**src/rtl/mips_pkg.sv**
```systemverilog
// -----------------------------------------------------------------------------
// mips_pkg
// Shared definitions for the single-cycle MIPS datapath: register-file
// geometry, the hardwired-zero register index and the common word/address
// typedefs used by regfile and its debug tap.
// -----------------------------------------------------------------------------
package mips_pkg;

    localparam int REG_AW = 5;
    localparam int REG_DW = 32;
    localparam int WR_CNT_W = 16;

    typedef logic [REG_AW-1:0] reg_addr_t;
    typedef logic [REG_DW-1:0] word_t;

    localparam reg_addr_t REG_ZERO = 5'd0;

endpackage : mips_pkg

```
**src/rtl/regfile_dbg_tap.sv**
```systemverilog
// -----------------------------------------------------------------------------
// regfile_dbg_tap
// Records every committed register-file write: a one-cycle valid pulse, the
// address and data of the most recent commit, and a saturating commit count.
//
// Ports:
//   clk          in   clock, rising edge
//   rst          in   asynchronous active-high reset
//   commit_i     in   a write is being committed at this edge
//   waddr_i      in   address of the write being committed
//   wdata_i      in   data of the write being committed
//   dbg_valid_o  out  high for the cycle following each commit
//   dbg_waddr_o  out  address of the last commit (held between commits)
//   dbg_wdata_o  out  data of the last commit (held between commits)
//   wr_count_o   out  number of commits, saturating at all-ones
// -----------------------------------------------------------------------------
module regfile_dbg_tap
    import mips_pkg::*;
#(
    parameter int DW = REG_DW,
    parameter int AW = REG_AW
) (
    input  logic                clk,
    input  logic                rst,
    input  logic                commit_i,
    input  logic [AW-1:0]       waddr_i,
    input  logic [DW-1:0]       wdata_i,
    output logic                dbg_valid_o,
    output logic [AW-1:0]       dbg_waddr_o,
    output logic [DW-1:0]       dbg_wdata_o,
    output logic [WR_CNT_W-1:0] wr_count_o
);

    logic                valid_q, valid_d;
    logic [AW-1:0]       waddr_q, waddr_d;
    logic [DW-1:0]       wdata_q, wdata_d;
    logic [WR_CNT_W-1:0] count_q, count_d;

    always_comb begin
        // NOTE: every output of a combinational block gets a default first so
        // no path leaves it unassigned and a latch is never inferred.
        valid_d = 1'b0;
        waddr_d = waddr_q;
        wdata_d = wdata_q;
        count_d = count_q;
        if (commit_i) begin
            valid_d = 1'b1;
            waddr_d = waddr_i;
            wdata_d = wdata_i;
            // Saturate instead of wrapping so a long run never looks idle.
            if (count_q != '1) begin
                count_d = count_q + 1'b1;
            end
        end
    end

    // NOTE: sequential state uses non-blocking assignments so every flop
    // samples the pre-edge values regardless of statement order.
    always_ff @(posedge clk or posedge rst) begin
        if (rst) begin
            valid_q <= 1'b0;
            waddr_q <= '0;
            wdata_q <= '0;
            count_q <= '0;
        end else begin
            valid_q <= valid_d;
            waddr_q <= waddr_d;
            wdata_q <= wdata_d;
            count_q <= count_d;
        end
    end

    assign dbg_valid_o = valid_q;
    assign dbg_waddr_o = waddr_q;
    assign dbg_wdata_o = wdata_q;
    assign wr_count_o  = count_q;

endmodule : regfile_dbg_tap

```
**src/rtl/regfile.sv**
```systemverilog
// -----------------------------------------------------------------------------
// regfile
// 2^AW x DW general-purpose register file for the single-cycle MIPS
// datapath. Two combinational read ports, one write port written on the
// rising edge. Register 0 is hardwired to zero: writes to it are dropped and
// neither stored nor counted. A debug tap reports every committed write.
//
// Build option: define REGFILE_BYPASS_EN to forward a committing write's data
// to a read port addressing the same register in the same cycle. Left
// undefined (the default), reads always return stored contents.
//
// Ports:
//   clk        in   clock, rising edge
//   rst        in   asynchronous active-high reset (clears all registers)
//   ra1 / rd1  in/out  read port 1 address / data (rs)
//   ra2 / rd2  in/out  read port 2 address / data (rt)
//   we         in   write enable (RegWrite)
//   wa         in   write address
//   wd         in   write data
//   dbg_valid  out  pulses the cycle after a committed write
//   dbg_waddr  out  address of the last committed write
//   dbg_wdata  out  data of the last committed write
//   wr_count   out  saturating count of committed writes
// -----------------------------------------------------------------------------
module regfile
    import mips_pkg::*;
#(
    parameter int DW = REG_DW,
    parameter int AW = REG_AW
) (
    input  logic                clk,
    input  logic                rst,
    input  logic [AW-1:0]       ra1,
    output logic [DW-1:0]       rd1,
    input  logic [AW-1:0]       ra2,
    output logic [DW-1:0]       rd2,
    input  logic                we,
    input  logic [AW-1:0]       wa,
    input  logic [DW-1:0]       wd,
    output logic                dbg_valid,
    output logic [AW-1:0]       dbg_waddr,
    output logic [DW-1:0]       dbg_wdata,
    output logic [WR_CNT_W-1:0] wr_count
);

    localparam int DEPTH = 2 ** AW;
    localparam logic [AW-1:0] ZERO_ADDR = AW'(REG_ZERO);

    logic [DW-1:0] mem_q [DEPTH];
    logic          commit;

    // Writes to register 0 are not commits: nothing stored, nothing counted.
    assign commit = we && (wa != ZERO_ADDR);

    // NOTE: the storage is a flop array, not a RAM macro, so it can and must
    // be cleared by the asynchronous reset like any other register.
    always_ff @(posedge clk or posedge rst) begin
        if (rst) begin
            for (int i = 0; i < DEPTH; i++) begin
                mem_q[i] <= '0;
            end
        end else if (commit) begin
            mem_q[wa] <= wd;
        end
    end

    always_comb begin
        rd1 = (ra1 == ZERO_ADDR) ? '0 : mem_q[ra1];
        rd2 = (ra2 == ZERO_ADDR) ? '0 : mem_q[ra2];
`ifdef REGFILE_BYPASS_EN
        // commit already excludes address 0, so $0 keeps reading zero.
        if (commit && (ra1 == wa)) rd1 = wd;
        if (commit && (ra2 == wa)) rd2 = wd;
`endif
    end

    regfile_dbg_tap #(
        .DW (DW),
        .AW (AW)
    ) u_dbg_tap (
        .clk         (clk),
        .rst         (rst),
        .commit_i    (commit),
        .waddr_i     (wa),
        .wdata_i     (wd),
        .dbg_valid_o (dbg_valid),
        .dbg_waddr_o (dbg_waddr),
        .dbg_wdata_o (dbg_wdata),
        .wr_count_o  (wr_count)
    );

endmodule : regfile

```
**config.mk**
```make
export PLATFORM = sky130hd
export DESIGN_NAME = regfile
export DESIGN_NICKNAME = d
export VERILOG_FILES = /design/src/rtl/mips_pkg.sv /design/src/rtl/regfile_dbg_tap.sv /design/src/rtl/regfile.sv
export SDC_FILE = /design/constraint.sdc
export NUM_CORES = 2
export LEC_CHECK = 0
export CORE_UTILIZATION = 55
export CTS_BUF_LIST = sky130_fd_sc_hd__clkbuf_8
export CTS_CLUSTER_SIZE = 16
export DETAILED_ROUTE_END_ITERATION = 10
export PLACE_DENSITY = 0.81
export SYNTH_ARGS = -nofsm -noshare
export SYNTH_HDL_FRONTEND = slang
export SYNTH_HIERARCHICAL = 1
export SYNTH_SLANG_ARGS = --single-unit
```
**constraint.sdc**
```tcl
create_clock -name clk -period 49.4 [get_ports clk]
set_input_delay 9.88 -clock clk [delete_from_list [all_inputs] [get_ports clk]]
set_output_delay 9.88 -clock clk [all_outputs]
set_load 0.01 [all_outputs]
```
After elaboration in Yosys (flattened, before gate mapping)
Cells that the tools add are included.
{ "classes": {"div_mod_pow": 0, "reduce_logical": 6, "n_mul": 0, "eq_ne": 1, "addsub": 1, "muxes": 12, "shift": 0, "n_bitwise": 3, "n_lt_le_gt_ge": 4} }
{ "ops": {"columns": ["operator", "n"], "rows": [
  ["$bwmux W1024", 1],
  ["$bmux W32 S5", 2],
  ["$mux W32", 7],
  ["$demux W32 S5", 1],
  ["$ge A6 B6 Y1 const B", 3],
  ["$not A5 Y6", 3],
  ["$add A16 B1 Y16 const B", 1],
  ["$ne A16 B16 Y1 const B", 1],
  ["$logic_not A5 Y1", 2],
  ["$lt A6 B1 Y1 const B", 1],
  ["$reduce_bool A5 Y1", 1],
  ["$logic_and A1 B1 Y1", 2],
  ["$reduce_and A2 Y1", 1],
  ["$mux W1", 1]
]} }
{ "word_totals": {"romBits": 0, "mem_bits_rw": 0, "output_inout_bits": 118, "regBits": 1078, "in_bits": 50, "n_memories": 0, "latch_bits": 0} }

Longest topological paths before layout
{ "depth": {"ltp_word": 6, "depth_mapped": 9, "mapped_depth_nobuf": 6} }

Modules after synthesis
The synthesis kept the hierarchy.
{ "by_module_without_submodules": {"columns": ["mod", "area_each_um2", "seq_area_each_um2", "cells_each", "instances"], "rows": [
  ["regfile", 54469.7, 25624.6, 3691, 1],
  ["regfile_dbg_tap", 2179.6, 1351.3, 153, 1]
]} }

Least setup slack after synthesis
Ideal clock, no wire load.
{ "synth_timing": {"kind": "input port to output port", "from": "in ra1[2]", "to": "out rd1[20]", "arrival_time_ns": 11.534, "path_slack_ns": 27.986, "path_stages": 6, "path_cell_list": "or3b_2 clkbuf_1 buf_2 o221ai_1 a221oi_1 a2111oi_0"} }
{ "synth_between": {"elab_chain_len": 5} }
{ "synth_lines": {"columns": ["item", "line", "source"], "rows": [
  ["start: declaration", "regfile.sv:33", "input logic [AW-1:0] ra1,"],
  ["$not A5 Y6 (not written as such)", "regfile.sv:68", "rd1 = (ra1 == ZERO_ADDR) ? '0 : mem_q[ra1];"],
  ["$bmux W32 S5", "regfile.sv:68", null],
  ["$mux W32 (not written as such) (2 in series)", "regfile.sv:68", null],
  ["$mux W32 *", "regfile.sv:68", null],
  ["end: declaration", "regfile.sv:34", "output logic [DW-1:0] rd1,"]
]} }
Mark *: on every way between the ends. The rest lies on a longest branch, timed or not. The select of a mux whose other input is x is not followed.

Worst setup path in the final report
{ "layout_timing": {"from": "in ra2[1]", "to": "out rd2[27]"} }
{ "layout_between": {"elab_chain_len": 5} }
{ "layout_lines": {"columns": ["item", "line", "source"], "rows": [
  ["start: declaration", "regfile.sv:35", "input logic [AW-1:0] ra2,"],
  ["$not A5 Y6 (not written as such)", "regfile.sv:69", "rd2 = (ra2 == ZERO_ADDR) ? '0 : mem_q[ra2];"],
  ["$bmux W32 S5", "regfile.sv:69", null],
  ["$mux W32 (not written as such) (2 in series)", "regfile.sv:69", null],
  ["$mux W32 *", "regfile.sv:69", null],
  ["end: declaration", "regfile.sv:36", "output logic [DW-1:0] rd2,"]
]} }
Marks and branches as above.

==> results.py <==
metrics = {
    "run_status": {
        "status": "complete, no violations",
    },
    "cts": {
        "cts-root-buf": "clkbuf_8",
        "post_cts_resized": 0,
        "cts.hold.buffers_added": 0,
        "path_clk_slew_ns": 0.06,
        "cts_tree": "built",
        "cts_setup_buffers": 0,
        "numCtsBuffers": 176,
        "clkSinkCount": 1078,
        "clkLatencyLatePin_ns": 0.84,
        "cts.path.max_buffers": 3,
        "htreeDepth": 4,
    },
    "worst_hold_path": {
        "hp-class": "reg -> reg",
    },
    "routing": {
        "first_iter_violations": 4176,
        "drt_wl_total_mm": 174.7,
        "avgViaCountPerCell": 7.055,
        "drc": 0,
        "ant_nets": 0,
        "vias": 37849,
        "dr.pass1.iters": 5,
        "avgRoutedWirePerCell_um": 32.56,
    },
    "placed_design": {
        "io_buffer_count": 167,
        "placed_area_um2": 58980,
        "place_congestion": 0.8652,
        "pre_cts_ws_ns": 25.00,
        "hpwl_mm": 98.24,
    },
    "synth": {
        "synth_nets": 3895,
        "ys_warn_count": 6,
        "synth_seq_cells": 1078,
        "ys.flop_type": "dfrtp_1",
        "synth_edf_count": 0,
        "synth_cell_type_count": 57,
        "synth-seq-area-share": 0.4762,
        "netlist_area_um2": 56650,
        "syn_area_per_cell_um2": 14.74,
        "ys_async_sr_fraction": 1.000,
        "synthCells": 3844,
    },
    "floorplanning": {
        "chipHeight_um": 322.9,
        "boundaryPins": 168,
        "initial_core_util": 0.5560,
        "core.rowCount": 117,
        "die_x_um": 322.9,
        "fp.coreArea_um2": 101900,
        "die-area_um2": 104300,
    },
    "timing": {
        "setup-tns-final_ns": 0,
        "hold_viol": 0,
        "fin_ws_ns": 24.99,
        "skew_ns": 0.007567,
        "relSlewSlack": 0.1272,
        "setup_viol_count_final": 0,
        "post-route-period-util": 0.4942,
        "min_period_ns": 24.41,
        "clock.fmax_ghz": 0.04096,
        "rsz0062_at_grt": "no",
        "tightest_slew_ns": 1.305,
        "slew_violations": 0,
    },
    "global_routing": {
        "antenna_found_initial": 11,
        "grt-busiest-layer": "met2",
        "grt_first_pass_wirelength_mm": 261.0,
        "grt_use_met3": 0.08509,
        "use_met1": 0.4505,
        "grt_pass1_vias": 39388,
        "grtUsageMet2": 0.5237,
        "grt_max_degree": 145,
        "grt_usage": 0.3432,
        "grt_overflow": 0,
    },
    "layout": {
        "synthToLayoutAreaGrowth_pct": 10.69,
        "fin_area_um2": 62700,
        "final_util": 0.6154,
        "nNetsFinal": 3900,
        "drive_gt1_frac": 0.4656,
    },
    "power": {
        "finalPower_uw": 2517,
        "p_leak_uw": 0.02753,
        "ir_drop_mv": 0.02887,
        "p_per_area_nw_per_um2": 40.15,
    },
    "setup_path": {
        "cp.arrival_ns": 14.53,
        "crit_required_ns": 39.52,
        "crit_type": "in -> out",
        "crit_path_end_kind": "output port",
        "start_kind": "input port",
        "path_max_fanout": 72,
    },
    "run": {
        "cap_violations": 0,
    },
}
## through the flow
| step | std cells | hold WS, ns |
|---|---|---|
| 4_1_cts | 5361 | 0.4001 |
| 3_5_place_dp | 5039 | 0.3863 |
| 6_report | 5365 | 0.3984 |
| 5_1_grt | 5362 | 0.4073 |
| 2_1_floorplan | 3844 | 0.4413 |
| 3_3_place_gp | 5039 | 0.3805 |
## metal layers
metal  part of all wire  vias to the layer above
met3               0.11                      705
li1                   -                    14884
met2               0.46                     2325
met1               0.37                    19927
met5            0.00030                        -
met4              0.065                        8
## worst max-delay path: stages
cell	delay, ns
buf_8	0.63
buf_4	0.80
buf_4	0.81
mux4_2	0.37
mux2_2	0.14
o22ai_1	0.09
nor3_1	0.92
clkdlybuf4s50_1	0.71
## synth_stat cells (3+ instances only)
library cell,instances,area share
a221oi_1,6,0.00093
nor2_1,22,0.0015
nor2b_1,50,0.0055
inv_1,6,0.00040
and2_1,9,0.00099
nand3b_1,5,0.00066
mux2i_1,284,0.050
a22oi_1,84,0.011
mux2_2,1053,0.21
o32ai_1,6,0.00093
a31oi_1,11,0.0012
a22o_1,46,0.0071
a2111oi_0,49,0.0076
nand4b_1,3,0.00046
buf_2,107,0.0095
a2111oi_1,4,0.00071
a211oi_1,36,0.0048
buf_4,26,0.0034
mux2_1,10,0.0020
buf_1,57,0.0038
mux4_2,390,0.16
xnor2_1,5,0.00077
nand3_1,7,0.00062
nor4_1,20,0.0022
clkbuf_1,222,0.015
buf_6,21,0.0042
dfrtp_1,1078,0.48
nor3b_1,3,0.00040
xor2_1,7,0.0011
o221ai_1,7,0.0011
nand4_1,6,0.00066
a21oi_1,38,0.0034
nor3_1,47,0.0042
o22ai_1,63,0.0070
or2_2,3,0.00033
nand2_1,28,0.0019
## cell families (layout without fill, tap and decap cells)
kind of cell,Yosys count,count (layout),synth area share
muxes,1737,1737,0.4165
DFF,1078,1078,0.4762
buffers and inverters,441,590,0.03629
AOI/OAI and AO/OA,353,353,0.04616
and+or+nand+nor,222,222,0.02275
xor gates and xnor gates,12,12,0.001855
adders and majority gates,1,1,0.0002208
other,0,4,0
## area by class of cell
class                           count  area (um^2)
Multi-Input combinational cell   2325        27830
Antenna cell                        4        10.01
Timing Repair Buffer              261         2421
Clock buffer                      228         3138
Sequential cell                  1078        26980
Fill cell                        7555        39180
Inverter                            7        35.03
Tap cell                         1368         1712
Clock inverter                     94        580.6
## flip-flops by register name, indices dropped and copies added, names as in the netlist
signal / count
mem_q: 1024
u_dbg_tap/dbg_waddr_o: 5
u_dbg_tap/dbg_valid_o: 1
u_dbg_tap/dbg_wdata_o: 32
u_dbg_tap/wr_count_o: 16
## report_power, final
part / switching, uW / leakage, uW / internal, uW / total (uW)
registers: 129 / 0.0138 / 1050 / 1180
logic: 214 / 0.0116 / 309 / 522
clock network: 373 / 0.00217 / 445 / 818
total: 716 / 0.0275 / 1800 / 2520
## cell usage in the layout, fill, tap and decap left out, drive strengths merged, types with 38 or more instances in the layout
| cell | netlist | layout |
|---|---|---|
| dfrtp | 1078 | 1078 |
| a22oi | 84 | 84 |
| a21oi | 38 | 38 |
| o22ai | 63 | 63 |
| a22o | 46 | 46 |
| buf | 212 | 102 |
| clkdlybuf4s50 | 0 | 158 |
| mux4 | 390 | 390 |
| mux2 | 1063 | 1063 |
| a2111oi | 53 | 53 |
| nor2b | 50 | 50 |
| inv | 6 | 76 |
| nor3 | 47 | 47 |
| mux2i | 284 | 284 |
| clkbuf | 222 | 229 |
## final timing paths
path,startpoint,endpoint,slack (ns),cells after the start
min,mem_q[1009],mem_q[1009],0.40,0
min in group asynchronous,rst,u_dbg_tap/dbg_waddr_o[3],9.52,2
max,ra2[1],rd2[27],24.99,8
max reg2reg,u_dbg_tap/wr_count_o[11],u_dbg_tap/wr_count_o[1],47.56,4
max in group asynchronous,rst,mem_q[138],35.95,6
min reg2reg,mem_q[1009],mem_q[1009],0.40,0
Note: power is estimated with default switching activity, not from simulation.
